File: config.mk
export PLATFORM = sky130hd
export DESIGN_NAME = mem_port_arbiter_flat
export DESIGN_NICKNAME = d
export VERILOG_FILES = /design/src/rtl/mem_bus_pkg.sv /design/src/rtl/mem_port_arbiter_if.sv /design/src/rtl/mem_port_arbiter_rr_arb2.sv /design/src/rtl/mem_port_arbiter.sv /design/src/flat_wrapper.sv
export SDC_FILE = /design/constraint.sdc
export NUM_CORES = 1
export LEC_CHECK = 0
export CELL_PAD_IN_SITES_DETAIL_PLACEMENT = 2
export CELL_PAD_IN_SITES_GLOBAL_PLACEMENT = 2
export CORE_MARGIN = 10
export CORE_UTILIZATION = 24
export DETAILED_ROUTE_END_ITERATION = 10
export PLACE_DENSITY = 0.75
export SKIP_CTS_REPAIR_TIMING = 1
export SYNTH_ARGS = -nofsm -noshare
export SYNTH_HDL_FRONTEND = slang
export SYNTH_SLANG_ARGS = --single-unit
File: constraint.sdc
create_clock -name clk -period 3.7 [get_ports clk]
set_input_delay 0.925 -clock clk [delete_from_list [all_inputs] [get_ports clk]]
set_output_delay 0.925 -clock clk [all_outputs]
set_load 0.01 [all_outputs]
File: src/rtl/mem_bus_pkg.sv
// mem_bus_pkg: shared encodings and beat-address helper for the memory port arbiter
package mem_bus_pkg;
    typedef enum logic [1:0] {IDLE, XFER, DONE} state_e;
    typedef enum logic {OWN_I, OWN_D} owner_e;
    localparam int BEAT_BYTES = 4;
    function automatic logic [31:0] beat_addr(input logic [31:0] base, input logic [3:0] idx);
        return base + {26'd0, idx, 2'b00};
    endfunction
endpackage

File: src/rtl/mem_port_arbiter_if.sv
// mem_port_arbiter_if: I-side, D-side and main-memory signals of the shared memory port
interface mem_port_arbiter_if;
    logic        i_req, i_gnt, i_beat, i_done;
    logic [31:0] i_addr, i_rdata;
    logic        d_req, d_we, d_gnt, d_beat, d_done;
    logic [31:0] d_addr, d_wdata, d_rdata;
    logic        err;
    logic        m_req, m_we, m_ack;
    logic [31:0] m_addr, m_wdata, m_rdata;
    modport master (
        input  i_req, i_addr, d_req, d_we, d_addr, d_wdata, m_ack, m_rdata,
        output i_gnt, i_beat, i_done, i_rdata, d_gnt, d_beat, d_done, d_rdata, err,
               m_req, m_we, m_addr, m_wdata
    );
    modport slave (
        output i_req, i_addr, d_req, d_we, d_addr, d_wdata, m_ack, m_rdata,
        input  i_gnt, i_beat, i_done, i_rdata, d_gnt, d_beat, d_done, d_rdata, err,
               m_req, m_we, m_addr, m_wdata
    );
endinterface

File: src/rtl/mem_port_arbiter_rr_arb2.sv
// rr_arb2: two-way round-robin pick; bit 0 is the I side, bit 1 the D side
module rr_arb2
    import mem_bus_pkg::*;
(
    input  logic [1:0] req_i,
    input  owner_e     last_i,
    output logic [1:0] gnt_o
);
    always_comb gnt_o = &req_i ? (last_i == OWN_D ? 2'b01 : 2'b10) : req_i;
endmodule

File: src/rtl/mem_port_arbiter.sv
// mem_port_arbiter: shares one memory port between I refill and D refill/write-back,
// sequencing a fixed-length burst per grant with a per-beat ack timeout
module mem_port_arbiter
    import mem_bus_pkg::*;
#(
    parameter int BURST   = 4,
    parameter int TIMEOUT = 255
) (
    input logic clk,
    input logic rst,
    mem_port_arbiter_if.master bus
);
    localparam int CW = BURST > 1 ? $clog2(BURST) : 1;
    localparam int TW = $clog2(TIMEOUT + 1);
    localparam logic [31:0] LINE_MASK = ~(32'(BURST * BEAT_BYTES) - 32'd1);

    state_e         state_q;
    owner_e         own_q, last_q;
    logic           we_q, gnt_q, done_q, err_q;
    logic [31:0]    base_q, i_rdata_q, d_rdata_q;
    logic [CW-1:0]  cnt_q;
    logic [TW-1:0]  tcnt_q;
    logic [1:0]     pick_d;
    logic           xfer, ack, last_beat, timeout;

    rr_arb2 u_arb (.req_i({bus.d_req, bus.i_req}), .last_i(last_q), .gnt_o(pick_d));

    assign xfer      = state_q == XFER;
    assign ack       = xfer & bus.m_ack;
    assign last_beat = cnt_q == CW'(BURST - 1);
    assign timeout   = xfer & ~bus.m_ack & (tcnt_q == TW'(TIMEOUT - 1));

    always_ff @(posedge clk or posedge rst)
        if (rst) begin
            state_q   <= IDLE;
            own_q     <= OWN_I;
            last_q    <= OWN_I;
            we_q      <= 1'b0;
            gnt_q     <= 1'b0;
            done_q    <= 1'b0;
            err_q     <= 1'b0;
            base_q    <= '0;
            cnt_q     <= '0;
            tcnt_q    <= '0;
            i_rdata_q <= '0;
            d_rdata_q <= '0;
        end else begin
            case (state_q)
                IDLE: if (|pick_d) begin
                    state_q <= XFER;
                    own_q   <= pick_d[1] ? OWN_D : OWN_I;
                    we_q    <= pick_d[1] & bus.d_we;
                    base_q  <= (pick_d[1] ? bus.d_addr : bus.i_addr) & LINE_MASK;
                    gnt_q   <= 1'b1;
                    cnt_q   <= '0;
                    tcnt_q  <= '0;
                end
                XFER: begin
                    if (bus.m_ack) begin
                        tcnt_q <= '0;
                        cnt_q  <= last_beat ? cnt_q : cnt_q + CW'(1);
                        if (own_q == OWN_D) d_rdata_q <= bus.m_rdata;
                        else i_rdata_q <= bus.m_rdata;
                    end else if (tcnt_q != '1) tcnt_q <= tcnt_q + TW'(1);
                    // a timed-out beat ends the burst early; the owner still sees done
                    if ((bus.m_ack && last_beat) || timeout) begin
                        state_q <= DONE;
                        gnt_q   <= 1'b0;
                        done_q  <= 1'b1;
                    end
                    if (timeout) err_q <= 1'b1;
                end
                DONE: begin
                    state_q <= IDLE;
                    done_q  <= 1'b0;
                    cnt_q   <= '0;
                    last_q  <= own_q;
                end
                default: state_q <= IDLE;
            endcase
        end

    assign bus.i_gnt   = gnt_q & (own_q == OWN_I);
    assign bus.d_gnt   = gnt_q & (own_q == OWN_D);
    assign bus.i_done  = done_q & (own_q == OWN_I);
    assign bus.d_done  = done_q & (own_q == OWN_D);
    assign bus.i_beat  = ack & (own_q == OWN_I);
    assign bus.d_beat  = ack & (own_q == OWN_D);
    assign bus.i_rdata = bus.i_beat ? bus.m_rdata : i_rdata_q;
    assign bus.d_rdata = bus.d_beat ? bus.m_rdata : d_rdata_q;
    assign bus.err     = err_q;
    assign bus.m_req   = xfer;
    assign bus.m_we    = xfer & we_q;
    assign bus.m_addr  = xfer ? beat_addr(base_q, 4'(cnt_q)) : '0;
    assign bus.m_wdata = xfer ? bus.d_wdata : '0;
endmodule

File: src/flat_wrapper.sv
// flat-port wrapper written by rule: the top's interface ports become plain ports
module mem_port_arbiter_flat import mem_bus_pkg::*;
#(
    parameter int BURST   = 4,
    parameter int TIMEOUT = 255
)
  (clk, rst, bus_i_req, bus_i_addr, bus_d_req, bus_d_we, bus_d_addr, bus_d_wdata, bus_m_ack, bus_m_rdata, bus_i_gnt, bus_i_beat, bus_i_done, bus_i_rdata, bus_d_gnt, bus_d_beat, bus_d_done, bus_d_rdata, bus_err, bus_m_req, bus_m_we, bus_m_addr, bus_m_wdata);
  mem_port_arbiter_if bus_i ();
  input logic clk;
  input logic rst;
  input wire logic [$bits(bus_i.i_req)-1:0] bus_i_req;
  input wire logic [$bits(bus_i.i_addr)-1:0] bus_i_addr;
  input wire logic [$bits(bus_i.d_req)-1:0] bus_d_req;
  input wire logic [$bits(bus_i.d_we)-1:0] bus_d_we;
  input wire logic [$bits(bus_i.d_addr)-1:0] bus_d_addr;
  input wire logic [$bits(bus_i.d_wdata)-1:0] bus_d_wdata;
  input wire logic [$bits(bus_i.m_ack)-1:0] bus_m_ack;
  input wire logic [$bits(bus_i.m_rdata)-1:0] bus_m_rdata;
  output wire logic [$bits(bus_i.i_gnt)-1:0] bus_i_gnt;
  output wire logic [$bits(bus_i.i_beat)-1:0] bus_i_beat;
  output wire logic [$bits(bus_i.i_done)-1:0] bus_i_done;
  output wire logic [$bits(bus_i.i_rdata)-1:0] bus_i_rdata;
  output wire logic [$bits(bus_i.d_gnt)-1:0] bus_d_gnt;
  output wire logic [$bits(bus_i.d_beat)-1:0] bus_d_beat;
  output wire logic [$bits(bus_i.d_done)-1:0] bus_d_done;
  output wire logic [$bits(bus_i.d_rdata)-1:0] bus_d_rdata;
  output wire logic [$bits(bus_i.err)-1:0] bus_err;
  output wire logic [$bits(bus_i.m_req)-1:0] bus_m_req;
  output wire logic [$bits(bus_i.m_we)-1:0] bus_m_we;
  output wire logic [$bits(bus_i.m_addr)-1:0] bus_m_addr;
  output wire logic [$bits(bus_i.m_wdata)-1:0] bus_m_wdata;
  assign bus_i.i_req = bus_i_req;
  assign bus_i.i_addr = bus_i_addr;
  assign bus_i.d_req = bus_d_req;
  assign bus_i.d_we = bus_d_we;
  assign bus_i.d_addr = bus_d_addr;
  assign bus_i.d_wdata = bus_d_wdata;
  assign bus_i.m_ack = bus_m_ack;
  assign bus_i.m_rdata = bus_m_rdata;
  assign bus_i_gnt = bus_i.i_gnt;
  assign bus_i_beat = bus_i.i_beat;
  assign bus_i_done = bus_i.i_done;
  assign bus_i_rdata = bus_i.i_rdata;
  assign bus_d_gnt = bus_i.d_gnt;
  assign bus_d_beat = bus_i.d_beat;
  assign bus_d_done = bus_i.d_done;
  assign bus_d_rdata = bus_i.d_rdata;
  assign bus_err = bus_i.err;
  assign bus_m_req = bus_i.m_req;
  assign bus_m_we = bus_i.m_we;
  assign bus_m_addr = bus_i.m_addr;
  assign bus_m_wdata = bus_i.m_wdata;
  mem_port_arbiter #(.BURST(BURST), .TIMEOUT(TIMEOUT)) u_core (.clk(clk), .rst(rst), .bus(bus_i));
endmodule
==> results.md, run 1 <==
* Fill cells at 2698
* PwrDens at 795 nW/um^2
* Num ports at 271
* Synth cell types at 47
* F_max at 284 MHz
* Crit path DAT at 2600 ps
* Largest family of logic cells by synthesized area: multiplexers
* Simple-gate portion of the synthesized area at 11.4%
* Placer congestion estimate at 0.673
* Leakage power at 4.26 nW
* Synth Area in Compound Gates at 5.40%
* Num CTS Buffers at 9
* FP Rows at 59
* H-tree lvl count at 3
* HP Class: reg -> reg
* CTS tree: built
* Vias per inst at 4.38
* Dpl hpwl at 16000 um
* Synth cell count leaders: 110 x dfrtp_1, 98 x mux2_4, 66 x and2_1
* Clock Pin Slew Worst Setup and Hold Paths at 80 ps
* Avg Inst Size Synth at 12.6 um^2
* Final hold viol count at 0
* RSZ-0062 raised after global routing: no
* Relative slew margins at 58.1%
* TritonRoute pass-1 iters at 4
* Cells after Synth at 501
* Chip height at 182 um
* Share of the synthesized area in the top cell type at 43.7%
* Largest net degree at the start of global routing at 111
* Synth warn at 0
* Worst setup EP type: output port
* Root buffer cell: clkbuf_16
* CTS Buffer Depth at 2
* Global-route wire length before repair at 32800 um
* Post-synthesis sequential area ratio at 43.7%
* Crit Path Class: reg -> out
* Number of synthesized flops with an enable pin at 0
* Fin nets at 903
* Setup_tns at 0 ps
* Die outline width at 182 um
* Vias in the first global route at 5577
* Final core utilization at 37.3%
* Clock Latency Late Sink at 350 ps
* Library cell with the largest summed area after synthesis: dfrtp_1
* Most common cell in the netlist: dfrtp_1
* Mapped cell area at 6300 um^2
* Initial core utilization at 24.3%
* DR DRC count at 0
* Worst slew pin tran at 628 ps
* Status: completed
* Via Count at 4848
* Post-synth ARST share at 100%
* Iteration-0 DRC count of the detailed router at 146
* Max_cap viols at 0
* Crit start category: register
* Layout cell share with drive strength beyond 1 at 23.5%
* Crit-path max FO at 23
* Min Clock Period, post-route at 3520 ps
* Dpl cells at 1087
* Slew Viols, Final at 0
* Mux cell area share after synthesis at 33.3%
* Post-synthesis adder-cell area fraction at 0.596%
* Area Growth Syn to Fin at 53.7%
* WL final at 21200 um
* Area contributors post-synth: dfrtp_1 44%, mux2_4 23%, and2_1 6.6%, mux2_2 5.4%, mux2i_1 4.6%
* Period utilization at 95.3%
* N_diodes at 0
* Post-synthesis register bit count at 110
* Worst VDD drop at 0.000301 V
* WP data required at 2770 ps
* Drt wl/cell at 19.2 um
* Setup violators final at 0
* Initial antenna violation count at 0
* Final non-filler cell total at 1106
* Main synth FF type: dfrtp_1
* Xor-xnor portion of the synthesized cell area at 0.278%
* Clk_skew at 10.5 ps
* Die ar. at 33100 um^2
* Core region area at 25900 um^2
* DRT antenna net count at 0
* CTS sink cnt at 110
* Total grt overflow at 0
* Port bufs at 260
* Gr usage total at 12.4%
report_power, final:
| group | switching [mW] | internal [mW] | total (mW) |
|---|---|---|---|
| combinational | 1.78 | 2.84 | 4.62 |
| sequential | 0.338 | 1.76 | 2.10 |
| clock | 0.488 | 0.489 | 0.977 |
per-layer routing:
layer	vias up	wire [um]	GRT usage [%]
met4	0	192	2.67
met2	176	10200	20.8
met1	2395	8650	13.9
met5	-	0	0
li1	2263	-	-
met3	14	2180	5.92
sequential cells by signal (all words and copies together), names as in the netlist, 2 cells and up:
signal	count
u_core.d_rdata_q	32
u_core.i_rdata_q	32
u_core.base_q	28
u_core.tcnt_q	8
u_core.cnt_q	2
u_core.state_q	2
cells by family after synthesis:
logic type	count (synthesis)
compound gates	55
xor+xnor	2
fa+ha+maj	3
buf+inv	42
flops	110
mux	157
other cells	1
simple gates	131
placed cells by master, fill, tap and decap left out, types with 2 or more instances in the layout:
cell type          n
clkdlybuf4s50_1  259
dfrtp_1          110
mux2_4            98
and2_1            66
nand2_1           38
o21ai_0           32
mux2_2            30
mux2i_1           29
buf_4             19
clkbuf_16         11
nor2_1             7
buf_12             6
inv_1              5
a22o_1             5
inv_6              4
nand2b_1           3
nand3_1            3
nor3_1             3
a31oi_1            3
ha_1               3
nand4_1            2
o2bb2ai_1          2
a21oi_1            2
a22oi_1            2
conb_1             2
path summary, 6_finish.rpt:
kind / slack, ps / start / endpoint / depth (start not counted)
worst max-delay path: 180 / u_core.state_q[1] / bus_i_rdata[4] / 8
worst min-delay path: 480 / u_core.base_q[28] / u_core.base_q[28] / 2
worst max register to register: 1680 / u_core.state_q[1] / u_core.i_rdata_q[30] / 8
worst min register to register: 480 / u_core.base_q[28] / u_core.base_q[28] / 2
max in group asynchronous: 2100 / rst / u_core.i_rdata_q[1] / 3
min in group asynchronous: 1120 / rst / u_core.i_rdata_q[28] / 3
critical path: stages (launching register included):
cell,delay [ps]
dfrtp_1,450
nand2b_1,250
inv_6,190
nand2_4,70
nor2_4,130
buf_12,140
buf_8,180
mux2_4,310
clkdlybuf4s50_1,520
stage by stage:
step	setup WS, ps	hold WS, ps	total power [mW]	cell area [um^2]
final	175	477	7.69	9680
after CTS	-124	482	7.80	9600
after detailed placement	-123	458	6.76	9310
after floorplan	892	436	4.61	6300
after global routing	38.4	509	8.28	9680
after global placement	-86.1	443	6.63	9310
cell type report:
class | count | area, um^2 | share of cell area [%]
well taps | 335 | 419 | 4.33
flip-flops and latches | 110 | 2750 | 28.4
clock inverters | 6 | 51.3 | 0.530
inverters | 7 | 35.0 | 0.362
clock buffers | 10 | 239 | 2.47
repair buffers | 288 | 2930 | 30.3
multi-input cells | 350 | 3250 | 33.6
(Power assumes the default switching activity.)
==> inputs of run 2 (changes only) <==
--- a/config.mk
+++ b/config.mk
@@ -11,6 +11,7 @@
 export CORE_UTILIZATION = 24
 export DETAILED_ROUTE_END_ITERATION = 10
 export PLACE_DENSITY = 0.75
+export REMOVE_ABC_BUFFERS = 1
 export SKIP_CTS_REPAIR_TIMING = 1
 export SYNTH_ARGS = -nofsm -noshare
 export SYNTH_HDL_FRONTEND = slang
==> run 2 against run 1 <==
Against the previous run:
- clock skew increased by 3.1 ps
- worst setup slack worse by 10 ps
- total power up 0.49%
- final cell count decreased by 0.27%
- clock-buffer cell count decreased by 1
==> results.md, run 2 (same netlist as run 1, synthesis figures left out) <==
* Fin nets at 898 (-0.55%)
* CTS sink cnt at 110 (unchanged)
* DR DRC count at 0 (unchanged)
* CTS Buffer Depth at 2 (unchanged)
* Worst path slowest cell: clkdlybuf4s50_1
* H-tree lvl count at 3 (unchanged)
* RSZ-0062 raised after global routing: no
* Min Clock Period, post-route at 3540 ps (+10.2 ps)
* Slowest stage delay, CP at 510 ps (about the same)
* Worst reg2reg path endpoint: u_core.i_rdata_q[22]
* Initial core utilization at 24.3% (unchanged)
* Num ports at 271 (unchanged)
* Period utilization at 95.5% (+0.28 points)
* Final hold viol count at 0 (unchanged)
* Die ar. at 33100 um^2 (unchanged)
* Status: completed
* Top Registers: u_core.d_rdata_q (32), u_core.i_rdata_q (32), u_core.base_q (28)
* Worst r2r path cells at 8 (unchanged)
* Min-delay src: u_core.bus.err
* F_max at 283 MHz (-0.29%)
* Clk_skew at 13.7 ps (+3.15 ps)
* Core region area at 25900 um^2 (unchanged)
* Placer congestion estimate at 0.718 (+6.7%)
* CTS tree: built
* Initial antenna violation count at 2 (+2)
* Most frequent cells in the layout: 259 x clkdlybuf4s50_1, 110 x dfrtp_1, 98 x mux2_4, 66 x and2_1, 38 x nand2_1
* Root buffer cell: clkbuf_16
* Via Count at 4801 (-0.97%)
* Total grt overflow at 0 (unchanged)
* Leakage power at 4.25 nW (-0.29%)
* Cells along the critical path: nand2b_2 > inv_6 > nand2_4 > nor2_4 > buf_12 > buf_12 > mux2_4 > clkdlybuf4s50_1
* FP Rows at 59 (unchanged)
* Most used cell, CP: buf_12
* Slew Viols, Final at 0 (unchanged)
* Worst hold slack at 465 ps (-11.4 ps)
* Clock Pin Slew Worst Setup and Hold Paths at 80 ps (about the same)
* Hold Path Depth at 1 (-1)
* Drt wl/cell at 20.2 um (+5.3%)
* WP data required at 2770 ps (about the same)
* Crit-path max FO at 14 (-39%)
* Gr usage total at 13.0% (+0.62 points)
* HP Class: reg -> reg
* Crit Path Class: reg -> out
* Crit path DAT at 2610 ps (about the same)
* Most common cell after layout, fill and taps aside: clkdlybuf4s50_1
* Worst setup EP type: output port
* Setup violators final at 0 (unchanged)
* WL final at 22300 um (+5.0%)
* Port bufs at 260 (unchanged)
* Hold EP: u_core.bus.err
* Dpl hpwl at 17300 um (+8.1%)
* Num CTS Buffers at 9 (unchanged)
* Reg2reg start: u_core.state_q[1]
* Setup_tns at 0 ps (unchanged)
* Layout cell share with drive strength beyond 1 at 23.1% (-0.37 points)
* Chip height at 182 um (unchanged)
* Final core utilization at 37.4% (about the same)
* Largest net degree at the start of global routing at 68 (-39%)
* Die outline width at 182 um (unchanged)
* TritonRoute pass-1 iters at 4 (unchanged)
* Clock Latency Late Sink at 350 ps (about the same)
* Vias in the first global route at 5302 (-4.9%)
* Iteration-0 DRC count of the detailed router at 158 (+8.2%)
* Crit start category: register
* Max_cap viols at 0 (unchanged)
* Vias per inst at 4.35 (-0.70%)
* Worst VDD drop at 0.000271 V (-9.9%)
* PwrDens at 799 nW/um^2 (+0.44%)
* Global-route wire length before repair at 33900 um (+3.1%)
* Reg2reg setup slack at 1640 ps (-40 ps)
* Area Growth Syn to Fin at 53.7% (about the same)
* DRT antenna net count at 0 (unchanged)
run 2: changes by cell type in the layout (fill, tap and decap cells not counted):
| cell | delta |
|---|---|
| buf_4 | -7 |
| buf_12 | +2 |
| diode_2 | +2 |
| buf_6 | +1 |
| buf_8 | -1 |
| bufinv_16 | +1 |
| clkbuf_8 | -1 |
| inv_4 | +1 |
| inv_6 | -1 |
| nand2b_1 | -1 |
| nand2b_2 | +1 |
run 2: power by group:
group | switching [mW] | internal, mW | leakage [nW]
clock | 0.487 | 0.536 | 0.148
sequential | 0.337 | 1.76 | 1.33
combinational | 1.79 | 2.82 | 2.77
total | 2.62 | 5.11 | 4.25
run 2: critical path: cells and delay by family (launching register included):
family                 cells  cell delay [ps]
buffers and inverters      4              940
muxes                      1              310
and+or+nand+nor            3              540
DFF                        1              460
run 2: how the worst max path moves through the flow:
stage / slack, ps / from / cells past startpoint / to
finish: 160 / u_core.state_q[1] / 8 / bus_i_rdata[5]
detailed placement: -180 / bus_m_ack / 6 / bus_i_rdata[28]
CTS: -180 / bus_m_ack / 6 / bus_i_rdata[28]
global route: 30 / u_core.state_q[1] / 8 / bus_i_rdata[5]
global placement: -170 / bus_m_ack / 6 / bus_i_rdata[28]
floorplan: -230 / u_core.state_q[1] / 4 / bus_d_rdata[12]
run 2: per-layer routing:
layer | vias to the layer above | part of all wire [%] | global-route usage, %
li1 | 2247 | - | -
met4 | 0 | 0.96 | 2.99
met3 | 10 | 2.7 | 2.15
met5 | - | 0 | 0
met1 | 2474 | 40 | 14.1
met2 | 70 | 57 | 25.3
run 2: cell type report:
cell class	instances	area, um^2
Multi-Input combinational cell	350	3250
Inverter	7	33.8
Sequential cell	110	2750
Timing Repair Buffer	283	2920
Fill cell	2713	16200
Antenna cell	2	5.00
Clock buffer	9	225
Clock inverter	7	80.1
Tap cell	335	419
run 2: metrics by stage:
stage	area, um^2	power (mW)	instances	setup slack [ps]
6_report	9680	7.73	1103	165
5_1_grt	9680	8.26	1103	29.8
4_1_cts	9590	7.85	1097	-180
3_5_place_dp	9290	6.77	1081	-177
3_3_place_gp	9290	6.62	1081	-170
2_1_floorplan	6000	4.48	467	-230
==> inputs of run 3 (changes only) <==
--- a/config.mk
+++ b/config.mk
@@ -5,12 +5,13 @@
 export SDC_FILE = /design/constraint.sdc
 export NUM_CORES = 1
 export LEC_CHECK = 0
+export ABC_AREA = 1
 export CELL_PAD_IN_SITES_DETAIL_PLACEMENT = 2
 export CELL_PAD_IN_SITES_GLOBAL_PLACEMENT = 2
-export CORE_MARGIN = 10
-export CORE_UTILIZATION = 24
+export CORE_MARGIN = 2
+export CORE_UTILIZATION = 19
 export DETAILED_ROUTE_END_ITERATION = 10
-export PLACE_DENSITY = 0.75
+export PLACE_DENSITY = 0.73
 export REMOVE_ABC_BUFFERS = 1
 export SKIP_CTS_REPAIR_TIMING = 1
 export SYNTH_ARGS = -nofsm -noshare
==> run 3 against run 2 <==
Against the previous run:
- sequential cell count unchanged
- wire length is 5.9% lower
- sequential share of layout area rose by 2.2 points
- clock skew down 2.7 ps
- total power shrank 10%
- synthesized cell count increased by 47%
- critical path depth is 2 lower
- die area down 6.8%
- worst setup slack gained 270 ps
- via count is 20% higher
- clock power up 4%
- critical endpoint is now bus_i_rdata[6]
==> results.md, run 3 <==
* Status: completed
* Drt wl/cell at 15.2 um (-25%)
* CTS Buffer Depth at 2 (unchanged)
* Reg2reg start: u_core.state_q[1]
* CTS sink cnt at 110 (unchanged)
* Clock Pin Slew Worst Setup and Hold Paths at 80 ps (about the same)
* Vias per inst at 4.17 (-4.1%)
* Pre-CTS setup slack at 54.0 ps (+231 ps)
* Top Registers: u_core.d_rdata_q (32), u_core.i_rdata_q (32), u_core.base_q (28)
* Synth cell types at 28 (-40%)
* Worst slew pin tran at 762 ps
* Slew Viols, Final at 0 (unchanged)
* Simple-gate portion of the synthesized area at 20.9% (+9.5 points)
* CTS tree: built
* F_max at 306 MHz (+8.3%)
* Layout cell share with drive strength beyond 1 at 6.36% (-17 points)
* Share of the synthesized area in the top cell type at 49.1% (+5.4 points)
* Dpl cells at 1359 (+26%)
* Die outline width at 176 um (-3.4%)
* Num CTS Buffers at 9 (unchanged)
* Setup violators final at 0 (unchanged)
* Xor-xnor portion of the synthesized cell area at 0% (-0.28 points)
* Crit path DAT at 2340 ps (-270 ps)
* RSZ-0062 raised after global routing: no
* Cells after Synth at 734 (+47%)
* HP Class: reg -> reg
* Clk_skew at 11.0 ps (-2.69 ps)
* DR DRC count at 0 (unchanged)
* Area contributors post-synth: dfrtp_1 49%, nand2_1 10%, o21ai_1 8.8%, inv_1 8.1%, nor2_1 6.8%
* Chip height at 176 um (-3.4%)
* WP data required at 2770 ps (about the same)
* H-tree lvl count at 3 (unchanged)
* Largest family of logic cells by synthesized area: simple AND/OR/NAND/NOR gates
* Synth cell count leaders: 151 x nand2_1, 121 x inv_1, 110 x dfrtp_1
* Max_cap viols at 0 (unchanged)
* Area Growth Syn to Fin at 60.3%
* Vias in the first global route at 6319 (+19%)
* Via Count at 5739 (+20%)
* Post-synthesis sequential area ratio at 49.1% (+5.4 points)
* Gr usage total at 13.8% (+0.88 points)
* WL final at 21000 um (-5.9%)
* Core region area at 28900 um^2 (+11%)
* Synth warn at 0 (unchanged)
* Port bufs at 260 (unchanged)
* PwrDens at 773 nW/um^2 (-3.2%)
* Placer congestion estimate at 0.730 (+1.7%)
* Root buffer cell: clkbuf_16
* Final non-filler cell total at 1375 (+25%)
* Period utilization at 88.2% (-7.4 points)
* Worst setup EP type: output port
* Main synth FF type: dfrtp_1
* Final hold viol count at 0 (unchanged)
* Library cell with the largest summed area after synthesis: dfrtp_1
* Reg2reg setup slack at 1810 ps (+170 ps)
* Global-route wire length before repair at 33900 um (+0.14%)
* Post-synthesis adder-cell area fraction at 0.670% (+0.074 points)
* Avg Inst Size Synth at 7.63 um^2 (-39%)
* Dpl hpwl at 15900 um (-8.0%)
* Hold Path Depth at 2 (+1)
* TritonRoute pass-1 iters at 4 (unchanged)
* Mapped cell area at 5600 um^2 (-11%)
* Total grt overflow at 0 (unchanged)
* Most common cell in the netlist: nand2_1
* Final core utilization at 31.1% (-6.2 points)
* Crit-path max FO at 41 (+27)
* Worst r2r path cells at 6 (-2)
* Die ar. at 30900 um^2 (-6.8%)
* Critical Path Start: bus_m_ack
* Clock Latency Late Sink at 360 ps (about the same)
* Crit start category: input port
* Most frequent cells in the layout: 255 x clkdlybuf4s50_1, 151 x nand2_1, 120 x inv_1, 110 x dfrtp_1, 102 x nor2_1
* Initial core utilization at 19.4% (-4.9 points)
* Num ports at 271 (unchanged)
* Min Clock Period, post-route at 3260 ps (-272 ps)
* Hold EP: u_core.i_rdata_q[3]
* Post-synthesis register bit count at 110 (unchanged)
* Number of synthesized flops with an enable pin at 0 (unchanged)
* Total power at 6.94 mW (-10%)
* N_diodes at 0 (-2)
* FP Rows at 62 (+5.1%)
* Post-synth ARST share at 100% (unchanged)
* Synth Area in Compound Gates at 16.4% (+11 points)
* Worst VDD drop at 0.000302 V (+11%)
* Relative slew margins at 49.2%
* Min-delay src: u_core.i_rdata_q[3]
* Iteration-0 DRC count of the detailed router at 175 (+11%)
* Leakage power at 4.20 nW (-1.2%)
* Initial antenna violation count at 0 (-2)
* PnR worst setup slack at 437 ps (+272 ps)
* DRT antenna net count at 0 (unchanged)
* Most common cell after layout, fill and taps aside: clkdlybuf4s50_1
* Worst reg2reg path endpoint: u_core.base_q[27]
* Mux cell area share after synthesis at 0% (-33 points)
* Largest net degree at the start of global routing at 54 (-21%)
* Crit Path Class: in -> out
* Fin nets at 1123 (+25%)
## run 3: cell count changes in the layout (fill, tap and decap cells not counted), sizes merged, moves of 29 or more
| cell | previous run | this run |
|---|---|---|
| and2 | 66 | 0 |
| inv | 10 | 127 |
| nor2 | 9 | 104 |
| o21ai | 33 | 141 |
| mux2 | 128 | 0 |
| mux2i | 29 | 0 |
| nand2 | 39 | 163 |
## run 3: layout make-up
type	instances	area (um^2)
Timing Repair Buffer	281	2840
Inverter	124	473
Sequential cell	110	2750
Multi-Input combinational cell	460	2130
Clock buffer	10	229
Fill cell	3329	19900
Clock inverter	6	77.6
Tap cell	384	480
## run 3: through the flow
step / instance area (um^2) / TNS (ps) / hold slack, ps
2_1_floorplan: 5350 / -14000 / 443
3_3_place_gp: 8660 / 0 / 458
3_5_place_dp: 8660 / 0 / 466
4_1_cts: 8970 / 0 / 491
5_1_grt: 8980 / 0 / 511
6_report: 8980 / 0 / 481
## run 3: power by group
group | internal [mW] | switching, mW
sequential | 1.73 | 0.233
combinational | 1.96 | 1.96
clock | 0.541 | 0.519
total | 4.23 | 2.71
## run 3: worst max path at each step
stage / cells past startpoint / end
4_1_cts: 5 / bus_i_rdata[31]
3_3_place_gp: 5 / bus_d_rdata[31]
3_5_place_dp: 5 / bus_d_rdata[31]
2_1_floorplan: 1 / u_core.base_q[10]
5_1_grt: 6 / bus_d_rdata[7]
6_report: 6 / bus_i_rdata[6]
## run 3: critical path: stages
cell and delay [ps]:
dlymetal6s2s_1 190, nand3_4 180, buf_12 220, nand2_1 110
o21ai_1 120, clkdlybuf4s50_1 570
## run 3: logic make-up after synthesis
| logic type | count (synthesis) |
|---|---|
| flip-flops | 110 |
| AND/OR/NAND/NOR | 283 |
| adder cells (fa/ha/maj) | 3 |
| buffers and inverters | 165 |
| other | 1 |
| AO/OA/AOI/OAI | 172 |
## run 3: metal layers
layer | routed length [um] | part of all wire, % | GRT usage, %
met4 | 192 | 0.92 | 2.65
met5 | 0 | 0 | 0
met3 | 1920 | 9.1 | 4.98
met2 | 9710 | 46 | 23.4
met1 | 9140 | 44 | 17.0
